<file path="src/rtl/pwm_multichannel.sv">
// ============================================================================
//  Module   : pwm_multichannel
//  Brief    : N-channel PWM generator with shared prescaler and period counter,
//             edge/centre-aligned modes, per-channel duty and shadowed,
//             glitch-free period/duty/mode updates. Byte-wide write bus.
//  Revision : 1.0 - initial release
// ============================================================================
`default_nettype none

module pwm_multichannel #(
    parameter int NUM_CH = 16
) (
    input  logic              clk,
    input  logic              rst,
    input  logic              wr_en,
    input  logic [5:0]        wr_addr,
    input  logic [7:0]        wr_data,
    output logic [NUM_CH-1:0] pwm_out,
    output logic              period_start
);

    localparam logic [5:0] c_ADDR_OUT_EN   = 6'h00;
    localparam logic [5:0] c_ADDR_PWM_EN   = 6'h04;
    localparam logic [5:0] c_ADDR_CTRL     = 6'h08;
    localparam logic [5:0] c_ADDR_PRESCALE = 6'h09;
    localparam logic [5:0] c_ADDR_TOP      = 6'h0A;
    localparam logic [5:0] c_ADDR_DUTY     = 6'h10;

    // Counter direction; only centre mode ever leaves DIR_UP
    typedef enum logic {
        DIR_UP   = 1'b0,
        DIR_DOWN = 1'b1
    } dir_t;

    // Programming registers
    logic [NUM_CH-1:0] r_out_en;
    logic [NUM_CH-1:0] r_pwm_en;
    logic              r_mode;
    logic [7:0]        r_prescale;
    logic [7:0]        r_top;
    logic [7:0]        r_duty    [NUM_CH];

    // Shadow copies used by the running period
    logic [7:0]        r_duty_sh [NUM_CH];
    logic [7:0]        r_top_sh;
    logic              r_mode_sh;

    // Timebase
    logic [7:0]        r_psc;
    logic [7:0]        r_cnt;
    dir_t              r_dir;

    logic              w_force;
    logic              w_tick;
    logic              w_wrap;
    logic              w_boundary;
    logic              w_load;
    logic [NUM_CH-1:0] w_cmp;

    assign w_force    = wr_en && (wr_addr == c_ADDR_CTRL) && wr_data[1];
    assign w_tick     = (r_psc == r_prescale);
    assign w_boundary = w_tick && w_wrap;
    assign w_load     = w_boundary || w_force;

    // Decide whether the current count is the last one of the period
    always_comb begin
        w_wrap = 1'b0;
        if (r_top_sh == 8'd0) begin
            w_wrap = 1'b1;
        end else if (!r_mode_sh) begin
            w_wrap = (r_cnt == r_top_sh);
        end else if (r_dir == DIR_UP) begin
            // With TOP=1 the down leg is empty, so the peak itself wraps
            w_wrap = (r_cnt == r_top_sh) && (r_top_sh == 8'd1);
        end else begin
            w_wrap = (r_cnt == 8'd1);
        end
    end

    // Per-channel compare against the shadowed duty
    always_comb begin
        w_cmp = '0;
        for (int i = 0; i < NUM_CH; i++) begin
            w_cmp[i] = (r_cnt < r_duty_sh[i]);
        end
    end

    // Register file writes; bits and addresses beyond NUM_CH are dropped
    always_ff @(posedge clk or posedge rst) begin
        if (rst) begin
            r_out_en   <= '0;
            r_pwm_en   <= '0;
            r_mode     <= 1'b0;
            r_prescale <= 8'h00;
            r_top      <= 8'hFF;
            for (int i = 0; i < NUM_CH; i++) begin
                r_duty[i] <= 8'h00;
            end
        end else if (wr_en) begin
            for (int i = 0; i < NUM_CH; i++) begin
                if (wr_addr == c_ADDR_OUT_EN + 6'(i / 8)) begin
                    r_out_en[i] <= wr_data[3'(i % 8)];
                end
                if (wr_addr == c_ADDR_PWM_EN + 6'(i / 8)) begin
                    r_pwm_en[i] <= wr_data[3'(i % 8)];
                end
                if (wr_addr == c_ADDR_DUTY + 6'(i)) begin
                    r_duty[i] <= wr_data;
                end
            end
            case (wr_addr)
                c_ADDR_CTRL:     r_mode     <= wr_data[0];
                c_ADDR_PRESCALE: r_prescale <= wr_data;
                c_ADDR_TOP:      r_top      <= wr_data;
                default: ;
            endcase
        end
    end

    // Prescaler, period counter and direction state machine
    always_ff @(posedge clk or posedge rst) begin
        if (rst) begin
            r_psc <= 8'd0;
            r_cnt <= 8'd0;
            r_dir <= DIR_UP;
        end else if (w_force) begin
            r_psc <= 8'd0;
            r_cnt <= 8'd0;
            r_dir <= DIR_UP;
        end else begin
            // A PRESCALE lowered below psc lets psc roll over through 255
            r_psc <= w_tick ? 8'd0 : r_psc + 8'd1;
            if (w_tick) begin
                if (w_wrap) begin
                    r_cnt <= 8'd0;
                    r_dir <= DIR_UP;
                end else if (r_dir == DIR_DOWN) begin
                    r_cnt <= r_cnt - 8'd1;
                end else if (r_mode_sh && (r_cnt == r_top_sh)) begin
                    r_cnt <= r_cnt - 8'd1;
                    r_dir <= DIR_DOWN;
                end else begin
                    r_cnt <= r_cnt + 8'd1;
                end
            end
        end
    end

    // Shadow load at period boundary or FORCE; FORCE takes the CTRL value being written
    always_ff @(posedge clk or posedge rst) begin
        if (rst) begin
            r_top_sh  <= 8'hFF;
            r_mode_sh <= 1'b0;
            for (int i = 0; i < NUM_CH; i++) begin
                r_duty_sh[i] <= 8'h00;
            end
        end else if (w_load) begin
            r_top_sh  <= r_top;
            r_mode_sh <= w_force ? wr_data[0] : r_mode;
            for (int i = 0; i < NUM_CH; i++) begin
                r_duty_sh[i] <= r_duty[i];
            end
        end
    end

    // Registered outputs: channel gating and the period marker
    always_ff @(posedge clk or posedge rst) begin
        if (rst) begin
            pwm_out      <= '0;
            period_start <= 1'b0;
        end else begin
            period_start <= w_load;
            for (int i = 0; i < NUM_CH; i++) begin
                pwm_out[i] <= !r_out_en[i] ? 1'b0 : (!r_pwm_en[i] ? 1'b1 : w_cmp[i]);
            end
        end
    end

endmodule

`default_nettype wire

</file>
<file path="config.mk">
export PLATFORM = sky130hd
export DESIGN_NAME = pwm_multichannel
export DESIGN_NICKNAME = d
export VERILOG_FILES = /design/src/rtl/pwm_multichannel.sv
export SDC_FILE = /design/constraint.sdc
export NUM_CORES = 1
export LEC_CHECK = 0
export ABC_CLOCK_PERIOD_IN_PS = 15400
export CAP_MARGIN = 30
export CORE_MARGIN = 5
export CORE_UTILIZATION = 50
export CTS_CLUSTER_DIAMETER = 60
export CTS_CLUSTER_SIZE = 16
export DETAILED_ROUTE_END_ITERATION = 8
export PLACE_DENSITY_LB_ADDON = 0.05
export SYNTH_ARGS = -nofsm -noshare
export SYNTH_HDL_FRONTEND = slang
export SYNTH_SLANG_ARGS = --single-unit
</file>
<file path="constraint.sdc">
create_clock -name clk -period 15.4 [get_ports clk]
set_input_delay 1.54 -clock clk [delete_from_list [all_inputs] [get_ports clk]]
set_output_delay 1.54 -clock clk [all_outputs]
set_load 0.1 [all_outputs]
</file>
==> results by group <==
Routing
  • TritonRoute pass-1 iters: 4
  • Final routed wirelength across all metal layers: between 20000 and 25000 µm
  • Post-DR wirelength/cell: 19.4 µm
  • Post-detailed-route via-to-cell ratio: between 5 and 6
  • Via Count: ~5600
  • Antenna Nets Post-Route: 0
  • Initial detailed-routing violation count: approximately 290
  • Final routed DRC violation total: 0

Worst hold path
  • Worst hold-check path type: reg -> reg

Timing
  • Max-slew headroom: 34.9%
  • Time the final worst path needs with I/O delays and setup: 3.83 ns
  • Count of final setup violators: 0
  • Worst Tran Pin Value: ~0.97 ns
  • Fin crit share: ~25%
  • Worst hold slack: roughly 0.48 ns
  • Final-report hold violation count: 0
  • Post-route worst setup slack: between 10 and 15 ns
  • Max-slew violation count: 0
  • Total negative setup slack: 0 ns
  • Top achievable clock speed: 261 MHz
  • Unrepaired setup endpoints after global routing: no
  • Clock tree skew after final layout: between 0.008 and 0.009 ns

Layout
  • Total of fill cells in the finished design: roughly 1600
  • Share of final-layout standard cells stronger than drive strength 1: 30.2%
  • Final layout net count: between 800 and 900
  • Area growth from synthesis to final layout: 11.5%
  • Diode insertion count for antenna repair: 0
  • Post-route standard cell area excluding fillers: about 11000 µm²

Run status
  • Run status: finished clean

Setup path
  • Critical-path cell list: clkdlybuf4s50_1 > or3b_4 > nor3b_4 > nand3_1 > a21boi_4 > buf_12 > buf_4 > mux2_1
  • Startpoint-to-endpoint class of the critical path: in -> reg
  • Worst Setup End Kind: flop
  • Data arrival time at the worst-slack endpoint: approximately 4.1 ns
  • Number of buffer and inverter stages on the critical path: 3
  • Critical path required time: about 16 ns
  • Family with the most delay on the worst path: buffers and inverters
  • Critical Path Fanout Max: 51
  • Critical Path Slowest Stage Cell: sky130_fd_sc_hd__clkdlybuf4s50_1
  • Worst stage delay on the critical path: approximately 0.47 ns
  • Worst Setup Start Kind: primary input

Logic synthesis
  • Post-synth cell types: 52
  • Post-synthesis average cell area: 13.1 µm²
  • Area contributors post-synth: sky130_fd_sc_hd__dfrtp_1 47%, sky130_fd_sc_hd__mux2_2 14%, sky130_fd_sc_hd__ha_1 7.8%
  • Synth Register Bits: slightly below 200
  • Share of the synthesized area in compound gates (AO/OA/AOI/OAI): 6.27%
  • Post-synthesis share of cell area spent on and, or, nand and nor gates: between 6 and 7%
  • Area fraction of the dominant cell type after synthesis: approximately 47%
  • Fraction of synthesized area in multiplexers: 22.1%
  • Share of synthesized cell area in full adder, half adder and majority cells: between 7 and 8%
  • Prevailing post-synth register cell: sky130_fd_sc_hd__dfrtp_1
  • Share of flip-flops with an asynchronous set or reset after synthesis: 100%
  • Warnings from Yosys: 0
  • Number of enable flip-flop cells after synthesis: 0
  • Sequential element share of the synthesized area: roughly half
  • Combinational family with the most area after synthesis: multiplexers
  • Mapped cell area: slightly below 10000 µm²
  • Synth Area in XOR/XNOR: 2.09%
  • Cell accounting for the most synthesized area: sky130_fd_sc_hd__dfrtp_1
  • Synth Instances: 733

Clock network
  • Number of gates resized after cts: 0
  • Number of levels the H-tree was split into: 4
  • Insertion delay to the later sink of the worst-skew pair: around 0.43 ns
  • CTS tree: done
  • Clock sink total: between 150 and 200
  • Number of buffers inserted by hold repair at cts: 0
  • Master cell of the clock root buffer: sky130_fd_sc_hd__clkbuf_16
  • Clk pin slew, worst setup/hold paths: around 0.070 ns
  • Total clock buffers created by CTS: 17
  • Post-CTS Setup Repair Bufs: 0
  • Largest buffer count on any clock path: 2

Floorplan
  • Number of primary I/O pins: 34
  • Initial cell density of the core: around half
  • Row count: 50
  • Die Outline Area: between 20000 and 25000 µm²
  • Height of the die: about 150 µm
  • Core Region: roughly 19000 µm²
  • Die extent in x: around 150 µm

Power
  • Max VDD drop: around 84 µV
  • Reported leakage power: between 5 and 6 nW
  • Total power divided by cell area: approximately 180 nW/µm²

GRT
  • Total gr overflow: 0
  • Pin count of the biggest net entering global routing: ~110
  • Number of global-route vias before repair: 5841
  • Antenna violations before repair: 0
  • Overall fraction of global-route tracks in use: about a fifth
  • Global-route wire length before repair: between 30000 and 40000 µm

Placement
  • Worst Setup Slack post-DPL: 11.12 ns
  • Final weighted congestion of routability-driven global placement: 0.792
  • Detailed placement HPWL: between 10000 and 15000 µm
  • Port-buffer cells: 25
  • Standard cell area after detailed placement: 10100 µm²

Flow run
  • Count of maximum capacitance violations: 0
-- sequential cells by signal, indices dropped and copies added, names as in the netlist, 8 cells and up --
register	flops
pwm_out	8
r_top_sh	8
r_psc	8
r_cnt	8
r_pwm_en	8
r_top	8
r_duty_sh	64
r_out_en	8
r_prescale	8
r_duty	64
-- through the flow --
stage | cells | power [mW] | utilization, %
after global placement | 999 | 1.47 | 53.5
after detailed placement | 1001 | 1.50 | 53.8
after CTS | 1033 | 1.95 | 56.9
after floorplan | 740 | 1.33 | -
after global routing | 1034 | 2.07 | 57.0
final | 1034 | 1.93 | 57.0
-- power breakdown --
group	total [mW]	switching, mW	internal, mW
Combinational	0.692	0.330	0.362
Clock	0.445	0.199	0.246
Sequential	0.794	0.130	0.664
-- routing by layer --
| layer | global-route usage (%) | part of all wire (%) | wire length, µm | vias to the layer above |
|---|---|---|---|---|
| li1 | - | - | - | 2620 |
| met1 | 28.0 | 49 | 9790 | 2835 |
| met2 | 30.9 | 47 | 9390 | 85 |
| met3 | 3.11 | 3.5 | 704 | 14 |
| met4 | 4.06 | 0.98 | 197 | 0 |
| met5 | 0 | 0 | 0 | - |
-- worst paths after layout --
check | slack, ns | from | endpoint | depth (start not counted)
max in group asynchronous | 12.55 | rst | r_top_sh[1] | 4
setup / recovery | 11.57 | wr_en | r_duty_sh[45] | 8
hold reg to reg | 0.48 | r_duty[109] | r_duty_sh[109] | 1
min in group asynchronous | 1.66 | rst | r_psc[0] | 2
hold / removal | 0.48 | r_duty[109] | r_duty_sh[109] | 1
setup reg to reg | 11.82 | r_cnt[1] | r_duty_sh[49] | 10
-- layout make-up --
type                    count  area (µm²)  area share, %
flip-flops and latches    196        4920           45.9
multi-input cells         451        4300           40.1
clock buffers              19         443           4.13
repair buffers             33         340           3.17
well taps                 260         325           3.03
inverters                  62         240           2.24
clock inverters            13         149           1.39
-- cell usage after synthesis, drive strengths merged, types with 2 or more instances --
library cell / count
dfstp: 16
ha: 60
or3: 3
and3: 2
nor2: 13
nor3b: 2
o211ai: 8
dfrtp: 180
and4: 2
inv: 62
and2: 4
nand2b: 9
nor2b: 6
o21ai: 10
nand3: 10
or2: 4
mux2i: 5
nand4: 4
nor4: 7
or3b: 2
a21o: 24
clkbuf: 9
a31oi: 8
o221a: 8
o21a: 8
mux2: 172
xnor2: 10
xor2: 13
buf: 22
nor3: 13
a21oi: 14
nand2: 16
-- cells in the final DEF, fill, tap and decap left out, types with 10 or more instances in the layout --
master and count:
sky130_fd_sc_hd__clkbuf_16 17, sky130_fd_sc_hd__dfstp_2 16, sky130_fd_sc_hd__xnor2_1 10, sky130_fd_sc_hd__mux2_2 121, sky130_fd_sc_hd__a21oi_1 14, sky130_fd_sc_hd__dfrtp_1 180
sky130_fd_sc_hd__inv_1 61, sky130_fd_sc_hd__clkdlybuf4s50_1 25, sky130_fd_sc_hd__nand2_1 16, sky130_fd_sc_hd__nor3_1 12, sky130_fd_sc_hd__mux2_4 37, sky130_fd_sc_hd__mux2_1 14
sky130_fd_sc_hd__nor2_1 12, sky130_fd_sc_hd__xor2_1 13, sky130_fd_sc_hd__nand3_1 10, sky130_fd_sc_hd__ha_1 60, sky130_fd_sc_hd__a21o_1 24
-- worst reg2reg max path, cell delays in order (launching register included) --
cell                       delay (ns)
sky130_fd_sc_hd__dfrtp_1         0.89
sky130_fd_sc_hd__inv_1           0.23
sky130_fd_sc_hd__ha_1            0.25
sky130_fd_sc_hd__nand4b_1        0.11
sky130_fd_sc_hd__nor4_2          0.07
sky130_fd_sc_hd__a21oi_1         0.16
sky130_fd_sc_hd__nand2_1         0.12
sky130_fd_sc_hd__a21boi_4        0.25
sky130_fd_sc_hd__buf_12          0.23
sky130_fd_sc_hd__buf_4           0.71
sky130_fd_sc_hd__mux2_2          0.46
-- logic make-up (layout without fill, tap and decap cells) --
logic type,Yosys count,in the layout
fa+ha+maj,60,60
xor+xnor,23,23
simple gates,99,99
flops,196,196
compound gates,84,84
mux,177,177
other cells,1,8
buf+inv,93,127
No activity file was read; power rests on OpenSTA's default activity.
